<file path="config.mk">
export PLATFORM = sky130hd
export DESIGN_NAME = mono_to_packet_sample_converter
export DESIGN_NICKNAME = d
export VERILOG_FILES = /design/src/rtl/audio_stream_pkg.sv /design/src/rtl/sample_fifo.sv /design/src/rtl/mono_to_packet_sample_converter.sv
export SDC_FILE = /design/constraint.sdc
export NUM_CORES = 1
export LEC_CHECK = 0
export CORE_MARGIN = 4
export CORE_UTILIZATION = 56
export DETAILED_ROUTE_END_ITERATION = 8
export PLACE_DENSITY = 0.82
export SYNTH_ARGS = -nofsm -noshare
export SYNTH_HDL_FRONTEND = slang
export SYNTH_SLANG_ARGS = --single-unit
export TNS_END_PERCENT = 100
</file>
<file path="constraint.sdc">
create_clock -name M_AXIS_ACLK -period 7.23 [get_ports M_AXIS_ACLK]
set_clock_uncertainty 0.15 [all_clocks]
set_input_delay 1.446 -clock M_AXIS_ACLK [delete_from_list [all_inputs] [get_ports M_AXIS_ACLK]]
set_output_delay 1.446 -clock M_AXIS_ACLK [all_outputs]
set_load 0.05 [all_outputs]
</file>
<file path="src/rtl/audio_stream_pkg.sv">
`default_nettype none
// ============================================================================
// Module      : audio_stream_pkg
// Description : Shared definitions for the transmit-side audio stream path:
//               default widths/depths and the packet FSM state encoding.
// Ports       : none (package)
// Revision    : 1.0 - initial release
// ============================================================================
package audio_stream_pkg;

  localparam int DEFAULT_DATA_WIDTH = 32;
  localparam int DEFAULT_FIFO_DEPTH = 4;

  // Packet FSM state encoding. SEND_RIGHT differs from SEND_LEFT in bit 1 only,
  // so bit 1 alone tells whether the right (last) beat is on the bus.
  typedef logic [1:0] state_t;

  localparam state_t ST_IDLE       = 2'b00;
  localparam state_t ST_SEND_LEFT  = 2'b01;
  localparam state_t ST_SEND_RIGHT = 2'b11;

endpackage : audio_stream_pkg
`default_nettype wire

</file>
<file path="src/rtl/sample_fifo.sv">
`default_nettype none
// ============================================================================
// Module      : sample_fifo
// Description : Synchronous first-word-fall-through FIFO for mono samples.
//               rd_data always presents the head entry while !empty.
// Ports       : clk, rst_n          - clock, async active-low reset
//               wr_en, wr_data      - push request and data (ignored when full)
//               rd_en, rd_data      - pop request (ignored when empty), head data
//               full, empty, level  - occupancy status from the registered count
// Revision    : 1.0 - initial release
// ============================================================================
module sample_fifo
  import audio_stream_pkg::*;
#(
  parameter int DATA_WIDTH = DEFAULT_DATA_WIDTH,
  parameter int FIFO_DEPTH = DEFAULT_FIFO_DEPTH
) (
  input  logic                          clk,
  input  logic                          rst_n,
  input  logic                          wr_en,
  input  logic [DATA_WIDTH-1:0]         wr_data,
  input  logic                          rd_en,
  output logic [DATA_WIDTH-1:0]         rd_data,
  output logic                          full,
  output logic                          empty,
  output logic [$clog2(FIFO_DEPTH):0]   level
);

  localparam int ADDR_W  = $clog2(FIFO_DEPTH);
  localparam int LEVEL_W = ADDR_W + 1;

  localparam logic [ADDR_W-1:0]  PTR_ONE    = ADDR_W'(1);
  localparam logic [LEVEL_W-1:0] LEVEL_ONE  = LEVEL_W'(1);
  localparam logic [LEVEL_W-1:0] FULL_LEVEL = LEVEL_W'(FIFO_DEPTH);

  logic [DATA_WIDTH-1:0] mem_q [FIFO_DEPTH];

  logic [ADDR_W-1:0]  wr_ptr_q, wr_ptr_d;
  logic [ADDR_W-1:0]  rd_ptr_q, rd_ptr_d;
  logic [LEVEL_W-1:0] level_q,  level_d;

  logic do_wr;
  logic do_rd;

  // Requests are qualified internally so a stray push on full or pop on empty
  // can never corrupt the pointers or the count.
  always_comb begin
    do_wr    = wr_en && (level_q != FULL_LEVEL);
    do_rd    = rd_en && (level_q != '0);
    wr_ptr_d = wr_ptr_q;
    rd_ptr_d = rd_ptr_q;
    level_d  = level_q;

    if (do_wr) begin
      wr_ptr_d = wr_ptr_q + PTR_ONE;
    end
    if (do_rd) begin
      rd_ptr_d = rd_ptr_q + PTR_ONE;
    end

    // Simultaneous push and pop leaves the count unchanged.
    unique case ({do_wr, do_rd})
      2'b10:   level_d = level_q + LEVEL_ONE;
      2'b01:   level_d = level_q - LEVEL_ONE;
      default: level_d = level_q;
    endcase
  end

  always_ff @(posedge clk or negedge rst_n) begin
    if (!rst_n) begin
      wr_ptr_q <= '0;
      rd_ptr_q <= '0;
      level_q  <= '0;
    end else begin
      wr_ptr_q <= wr_ptr_d;
      rd_ptr_q <= rd_ptr_d;
      level_q  <= level_d;
    end
  end

  // Storage needs no reset: an entry is only read after it has been written.
  always_ff @(posedge clk) begin
    if (do_wr) begin
      mem_q[wr_ptr_q] <= wr_data;
    end
  end

  assign rd_data = mem_q[rd_ptr_q];
  assign full    = (level_q == FULL_LEVEL);
  assign empty   = (level_q == '0);
  assign level   = level_q;

endmodule : sample_fifo
`default_nettype wire

</file>
<file path="src/rtl/mono_to_packet_sample_converter.sv">
`default_nettype none
// ============================================================================
// Module      : mono_to_packet_sample_converter
// Description : Accepts mono samples on a valid/ready handshake, queues them in
//               a small FIFO and emits each as a two-beat stereo AXI-Stream
//               packet (left beat, then right beat with TLAST). Both beats
//               carry the same sample unmodified.
// Ports       : M_AXIS_ACLK, M_AXIS_ARESETN - clock, async active-low reset
//               sample_in/sample_valid/sample_ready - mono sample input
//               M_AXIS_TVALID/TDATA/TLAST/TREADY    - stereo packet output
//               fifo_level                          - queued sample count
// Revision    : 1.0 - initial release
// ============================================================================
module mono_to_packet_sample_converter
  import audio_stream_pkg::*;
#(
  parameter int DATA_WIDTH = DEFAULT_DATA_WIDTH,
  parameter int FIFO_DEPTH = DEFAULT_FIFO_DEPTH
) (
  input  logic                          M_AXIS_ACLK,
  input  logic                          M_AXIS_ARESETN,
  input  logic [DATA_WIDTH-1:0]         sample_in,
  input  logic                          sample_valid,
  output logic                          sample_ready,
  output logic                          M_AXIS_TVALID,
  output logic [DATA_WIDTH-1:0]         M_AXIS_TDATA,
  output logic                          M_AXIS_TLAST,
  input  logic                          M_AXIS_TREADY,
  output logic [$clog2(FIFO_DEPTH):0]   fifo_level
);

  state_t                state_q, state_d;
  logic [DATA_WIDTH-1:0] data_q,  data_d;
  // Set on the first edge after reset release; holds sample_ready low while
  // reset is asserted even though the (empty) FIFO would accept.
  logic                  running_q, running_d;

  logic                  fifo_push;
  logic                  fifo_pop;
  logic [DATA_WIDTH-1:0] fifo_rd_data;
  logic                  fifo_full;
  logic                  fifo_empty;

  sample_fifo #(
    .DATA_WIDTH (DATA_WIDTH),
    .FIFO_DEPTH (FIFO_DEPTH)
  ) u_sample_fifo (
    .clk     (M_AXIS_ACLK),
    .rst_n   (M_AXIS_ARESETN),
    .wr_en   (fifo_push),
    .wr_data (sample_in),
    .rd_en   (fifo_pop),
    .rd_data (fifo_rd_data),
    .full    (fifo_full),
    .empty   (fifo_empty),
    .level   (fifo_level)
  );

  // --------------------------------------------------------------------------
  // State register
  // --------------------------------------------------------------------------
  always_ff @(posedge M_AXIS_ACLK or negedge M_AXIS_ARESETN) begin
    if (!M_AXIS_ARESETN) begin
      state_q   <= ST_IDLE;
      data_q    <= '0;
      running_q <= 1'b0;
    end else begin
      state_q   <= state_d;
      data_q    <= data_d;
      running_q <= running_d;
    end
  end

  // --------------------------------------------------------------------------
  // Next-state logic
  // --------------------------------------------------------------------------
  always_comb begin
    state_d = state_q;
    unique case (state_q)
      ST_IDLE: begin
        if (!fifo_empty) begin
          state_d = ST_SEND_LEFT;
        end
      end
      ST_SEND_LEFT: begin
        if (M_AXIS_TREADY) begin
          state_d = ST_SEND_RIGHT;
        end
      end
      ST_SEND_RIGHT: begin
        // Chain straight into the next packet when one is queued so that a
        // continuously ready sink sees no idle beat between packets.
        if (M_AXIS_TREADY) begin
          state_d = fifo_empty ? ST_IDLE : ST_SEND_LEFT;
        end
      end
      default: begin
        state_d = ST_IDLE;
      end
    endcase
  end

  // --------------------------------------------------------------------------
  // Output and datapath logic
  // --------------------------------------------------------------------------
  always_comb begin
    running_d = 1'b1;

    // A sample leaves the FIFO only when a new packet is loaded: from Idle,
    // or as the right beat of the current packet is accepted.
    fifo_pop = !fifo_empty &&
               ((state_q == ST_IDLE) ||
                ((state_q == ST_SEND_RIGHT) && M_AXIS_TREADY));

    data_d = fifo_pop ? fifo_rd_data : data_q;

    // Depends only on registered state: the FIFO count and running_q.
    sample_ready = running_q && !fifo_full;
    fifo_push    = sample_valid && sample_ready;

    M_AXIS_TVALID = (state_q != ST_IDLE);
    M_AXIS_TLAST  = (state_q == ST_SEND_RIGHT);
    M_AXIS_TDATA  = data_q;
  end

endmodule : mono_to_packet_sample_converter
`default_nettype wire
</file>
==> impl_metrics.yaml, run 1 <==
run_status:
  outcome: "finished clean"
sta:
  layout_min_cycle_time_ns: 3.681
  slew_headroom_pct: 31.43
  tns_ns: 0
  fin_hold_ws_ns: 0.3528
  slew_viol_final: 0
  worstMarginPinSlew_ns: 1.029
  clock.fmax_ghz: 0.2716
  min_period_over_period_pct: 50.92
  rsz0062_at_grt: "no"
  final-setup-viol-count: 0
  finalHoldViolCount: 0
route:
  postRouteAntennaNets: 0
  first_pass_iters: 4
  via_per_inst: 5.595
  drc: 0
  wl_per_cell_um: 21.22
  wirelength_mm: 11.10
  via_count: 2926
  drt_iter0_drc: 148
critical_path:
  start_kind: "primary input"
  worstSetupPathType: "primary input to flip-flop"
  required_ns: 7.42
  critical_path.max_fanout: 34
  crit_arrival_ns: 3.87
  reg2reg_setup_slack_ns: 4.61
  crit_path_end_kind: "flip-flop"
clock_network:
  hold_buffers: 0
  clock-sinks: 170
  htreeDepth: 4
  clk_path_buf_depth: 2
  tritoncts: "built"
  insertion_delay_ns: 0.42
  ctsResizeCount: 0
  clk_pin_slew_ns: 0.06
  cts_buffers: 17
  cts-root-buf: "clkbuf_16"
  cts_setup_buffers: 0
final_layout:
  syn_to_final_growth_pct: 21.51
  drive_gt1_share_pct: 27.94
  fin_nets: 412
  fillers: 653
  final_core_util_pct: 70.55
  finalNonFillerCells: 523
  diodes: 0
synth:
  avgSynthCellArea_um2: 22.32
  yosysSeqAreaShare_pct: 76.42
  synth_edf_count: 128
  synth_area_um2: 6405
  synthDistinctLibCells: 27
  async_flop_share_pct: 24.71
  synth.net_count: 329
  syn_inst: 287
  dominantRegCellSynth: "edfxtp_1"
  ys_ff_latch: 170
  yosys_warnings: 0
floorplanning:
  num_rows: 38
  core_area_um2: 11030
  io_pins: 74
  die_area_um2: 13210
  fp.dieH_um: 114.9
  start_util_pct: 58.06
  die_w_um: 114.9
global_routing:
  grt_pass1_wl_mm: 17.42
  grt_usage_pct: 18.27
  overflow: 0
  antenna_found_initial: 0
  grt_max_degree: 43
  grt_pass1_vias: 3220
flow_run:
  max-cap-violations: 0
placed_design:
  hpwlAfterDp_mm: 6.142
  portBuffers: 73
  gp_congestion: 0.6695
  dpl.cell_count: 491
worst_hold_path:
  hold_class: "flip-flop to flip-flop"
power:
  p_leak_uw: 0.002704
  p_per_area_nw_per_um2: 450.8
  ir_worst_vdd_mv: 0.2361
==> area by class of cell <==
type,instances,area (µm²),share of cell area [%]
flip-flops and latches,170,4897,62.93
multi-input cells,97,1384,17.78
repair buffers,75,740.7,9.518
clock buffers,18,429.2,5.514
well taps,140,175.2,2.251
clock inverters,14,122.6,1.576
inverters,9,33.78,0.4341
==> flip-flops by register name, summed over array words and instances (netlist names) <==
name,cells
u_sample_fifo.level,3
u_sample_fifo.mem_q,128
state_q,2
M_AXIS_TDATA,32
u_sample_fifo.wr_ptr_q,2
running_q,1
u_sample_fifo.rd_ptr_q,2
==> report_power, final <==
group / switching (µW) / leakage, µW / total (µW) / internal [µW]
Clock: 371 / 0.000261 / 846 / 475
Combinational: 713 / 0.000794 / 1270 / 555
Sequential: 134 / 0.00165 / 1400 / 1260
==> critical path: stages <==
cell             delay (ns)
clkdlybuf4s50_1        0.53
nand3_1                0.16
a21oi_4                0.17
buf_4                  0.44
ha_1                   0.28
inv_1                  0.06
fa_1                   0.38
xor2_1                 0.15
nor2_1                 0.11
xnor2_1                0.13
==> cells in the final DEF, fill, tap and decap left out, types with 3 or more instances in the layout <==
cell type        synthesis  final
xnor2_1                  5      5
edfxtp_1               128    128
clkinv_2                 0      3
dfrtp_1                 42     40
clkinvlp_4               0      4
mux4_2                  32     32
and2_2                   0      4
clkbuf_16                0     17
ha_1                     5      5
inv_1                    9      9
clkdlybuf4s50_1          0     72
mux2_2                  31     31
inv_6                    0      3
==> cell usage after synthesis (2+ instances only) <==
master	n	area (µm²)
xor2_1	2	17.52
xnor2_1	5	43.79
mux2_4	2	30.03
inv_1	9	33.78
nor2_1	2	7.510
ha_1	5	62.56
buf_2	3	15.01
mux4_2	32	720.7
edfxtp_1	128	3844
buf_6	7	78.83
mux2_2	31	349.1
dfrtp_1	42	1051
and2_1	5	31.28
==> final timing paths <==
check	startpoint	endpoint	cells after the start
max reg2reg	state_q[1]$_DFFE_PN0P_	u_sample_fifo.level[2]$_DFFE_PN0P_	9
min reg2reg	M_AXIS_TDATA[14]$_DFFE_PN0P_	M_AXIS_TDATA[14]$_DFFE_PN0P_	1
max in group asynchronous	M_AXIS_ARESETN	u_sample_fifo.rd_ptr_q[1]$_DFFE_PN0P_	1
min	M_AXIS_TDATA[14]$_DFFE_PN0P_	M_AXIS_TDATA[14]$_DFFE_PN0P_	1
max	M_AXIS_TREADY	u_sample_fifo.level[2]$_DFFE_PN0P_	10
min in group asynchronous	M_AXIS_ARESETN	M_AXIS_TDATA[1]$_DFFE_PN0P_	1
==> metrics by stage <==
stage	power [µW]	instance area, µm²	setup WS, ns
floorplan	2337	6405	4.027
global placement	2656	7231	3.227
detailed placement	2691	7231	3.107
CTS	3545	7782	3.531
global route	3664	7782	3.400
finish	3509	7782	3.549
==> per-layer routing <==
layer	wire, µm	global-route usage, %
met5	0	0
met4	280	8.998
met3	437	4.263
met2	5845	30.59
met1	4536	22.56
==> cell families after synthesis <==
kind of cell             count (synthesis)  share of synthesized area, %
AND/OR/NAND/NOR                         11                         1.035
flip-flops                             170                         76.42
XOR/XNOR                                 7                        0.9572
adder cells (fa/ha/maj)                  6                         1.289
other                                    1                       0.05855
buffers and inverters                   20                         2.051
multiplexers                            66                         17.33
AO/OA/AOI/OAI                            6                        0.8597
(Power assumes the default switching activity.)
==> run 2: changes to the inputs <==
- CORE_UTILIZATION: 56 -> 50
- PLACE_DENSITY: 0.82 -> 0.77
- clock period: 7.23 -> 3 ns (I/O delays scaled with it)
==> impl_metrics.yaml, run 2 (synthesis results as in run 1) <==
run_status:
  outcome: "finished clean"
power:
  ir_worst_vdd_mv: 0.7612
  p_per_area_nw_per_um2: 1092
  p_leak_uw: 0.002799
  fin_total_pwr_uw: 8732
route:
  postRouteAntennaNets: 0
  drt_iter0_drc: 199
  via_per_inst: 5.275
  wirelength_mm: 10.94
  via_count: 2975
  drc: 0
  wl_per_cell_um: 19.39
  first_pass_iters: 4
critical_path:
  reg2reg_setup_slack_ns: 0.77
  worstPathCellList: "or2_4 > clkdlybuf4s50_1"
  critical_path.max_stage_delay_ns: 0.70
  cpLargestDelayFamily: "buffers and inverters"
  crit_cells: 2
  rr_startpoint: "u_sample_fifo.level[0]$_DFFE_PN0P_"
  crit_arrival_ns: 1.88
  cp_slowest_cell: "clkdlybuf4s50_1"
  worstSetupPathType: "flip-flop to primary output"
  r2r_end: "u_sample_fifo.level[2]$_DFFE_PN0P_"
  crit_path_end_kind: "primary output"
  critical_path.max_fanout: 6
  required_ns: 2.25
  reg2regPathDepth: 8
  start_kind: "flip-flop"
  crit_buf_inv: 1
  cp-startpoint: "state_q[1]$_DFFE_PN0P_"
  cp-endpoint: "M_AXIS_TVALID"
clock_network:
  cts-root-buf: "clkbuf_16"
  ctsResizeCount: 0
  htreeDepth: 4
  clk_pin_slew_ns: 0.06
  hold_buffers: 0
  insertion_delay_ns: 0.43
  cts_buffers: 17
  cts_setup_buffers: 0
  clock-sinks: 170
  tritoncts: "built"
  clk_path_buf_depth: 2
final_layout:
  final_cell_mix: "edfxtp_1, clkdlybuf4s50_1, dfrtp_1"
  fin_nets: 421
  diodes: 0
  drive_gt1_share_pct: 29.34
  final_core_util_pct: 63.60
  regArea_um2: 4897
  syn_to_final_growth_pct: 24.81
  final_common_cell: "edfxtp_1"
  multi_input_area_um2: 1384
  largest_reg_flops: 128
  fillers: 883
  top_register: "u_sample_fifo.mem_q"
sta:
  worstMarginPinSlew_ns: 1.031
  min_period_over_period_pct: 87.67
  tns_ns: 0
  fin_hold_ws_ns: 0.2037
  layout_min_cycle_time_ns: 2.630
  finalHoldViolCount: 0
  final-setup-viol-count: 0
  slew_headroom_pct: 31.25
  slew_viol_final: 0
  rsz0062_at_grt: "no"
  clock.fmax_ghz: 0.3802
placed_design:
  hpwlAfterDp_mm: 6.733
  portBuffers: 73
  gp_congestion: 0.7425
global_routing:
  antenna_found_initial: 0
  grt_usage_pct: 16.25
  grt_max_degree: 43
  overflow: 0
  grt_pass1_vias: 3163
  grt_pass1_wl_mm: 17.28
floorplanning:
  start_util_pct: 50.96
  io_pins: 74
  num_rows: 41
  die_area_um2: 14680
  fp.dieH_um: 121.2
  die_w_um: 121.2
  core_area_um2: 12570
flow_run:
  max-cap-violations: 0
worst_hold_path:
  hold_class: "primary input to asynchronous set/reset pin"
## run 2: power breakdown
part,internal [µW],leakage [µW],switching (µW)
logic,1400,0.000852,1700
clock network,1410,0.000298,857
registers,3030,0.00165,338
total,5840,0.00280,2890
## run 2: per-stage QoR
step / cells / cell area [µm²] / worst slack, ns
after global routing: 564 / 7994 / 0.3296
after floorplan: 287 / 6405 / 0.5702
after global placement: 532 / 7376 / 0.3342
after CTS: 564 / 7994 / 0.3550
final: 564 / 7994 / 0.3699
after detailed placement: 532 / 7376 / 0.2490
## run 2: layer usage
| layer | track usage (%) | vias to the layer above | share of wire [%] |
|---|---|---|---|
| met4 | 6.513 | 0 | 1.6 |
| met3 | 5.408 | 13 | 4.8 |
| met1 | 21.07 | 1566 | 43 |
| met2 | 25.63 | 76 | 51 |
| met5 | 0 | - | 0 |
| li1 | - | 1320 | - |
## run 2: layout make-up
class	count	share of cell area, %
Sequential cell	170	61.26
Multi-Input combinational cell	97	17.31
Timing Repair Buffer	84	10.58
Clock buffer	20	5.588
Tap cell	172	2.692
Clock inverter	12	2.144
Inverter	9	0.4226
## run 2: worst min path at each step
stage / to / startpoint / slack, ns
6_report: M_AXIS_TDATA[15]$_DFFE_PN0P_ / M_AXIS_ARESETN / 0.20
4_1_cts: M_AXIS_TDATA[15]$_DFFE_PN0P_ / M_AXIS_ARESETN / 0.24
2_1_floorplan: M_AXIS_TDATA[0]$_DFFE_PN0P_ / M_AXIS_ARESETN / 0.15
3_3_place_gp: M_AXIS_TDATA[1]$_DFFE_PN0P_ / M_AXIS_TDATA[1]$_DFFE_PN0P_ / 0.34
5_1_grt: M_AXIS_TDATA[15]$_DFFE_PN0P_ / M_AXIS_ARESETN / 0.29
3_5_place_dp: M_AXIS_TDATA[16]$_DFFE_PN0P_ / M_AXIS_TDATA[16]$_DFFE_PN0P_ / 0.35
## run 2: worst register-to-register path: stages, from the launching register on
cell	delay [ns]
dfrtp_1	0.45
o311a_1	0.47
inv_1	0.10
ha_1	0.17
inv_1	0.06
fa_1	0.37
xor2_1	0.15
nor2_1	0.11
xnor2_1	0.14
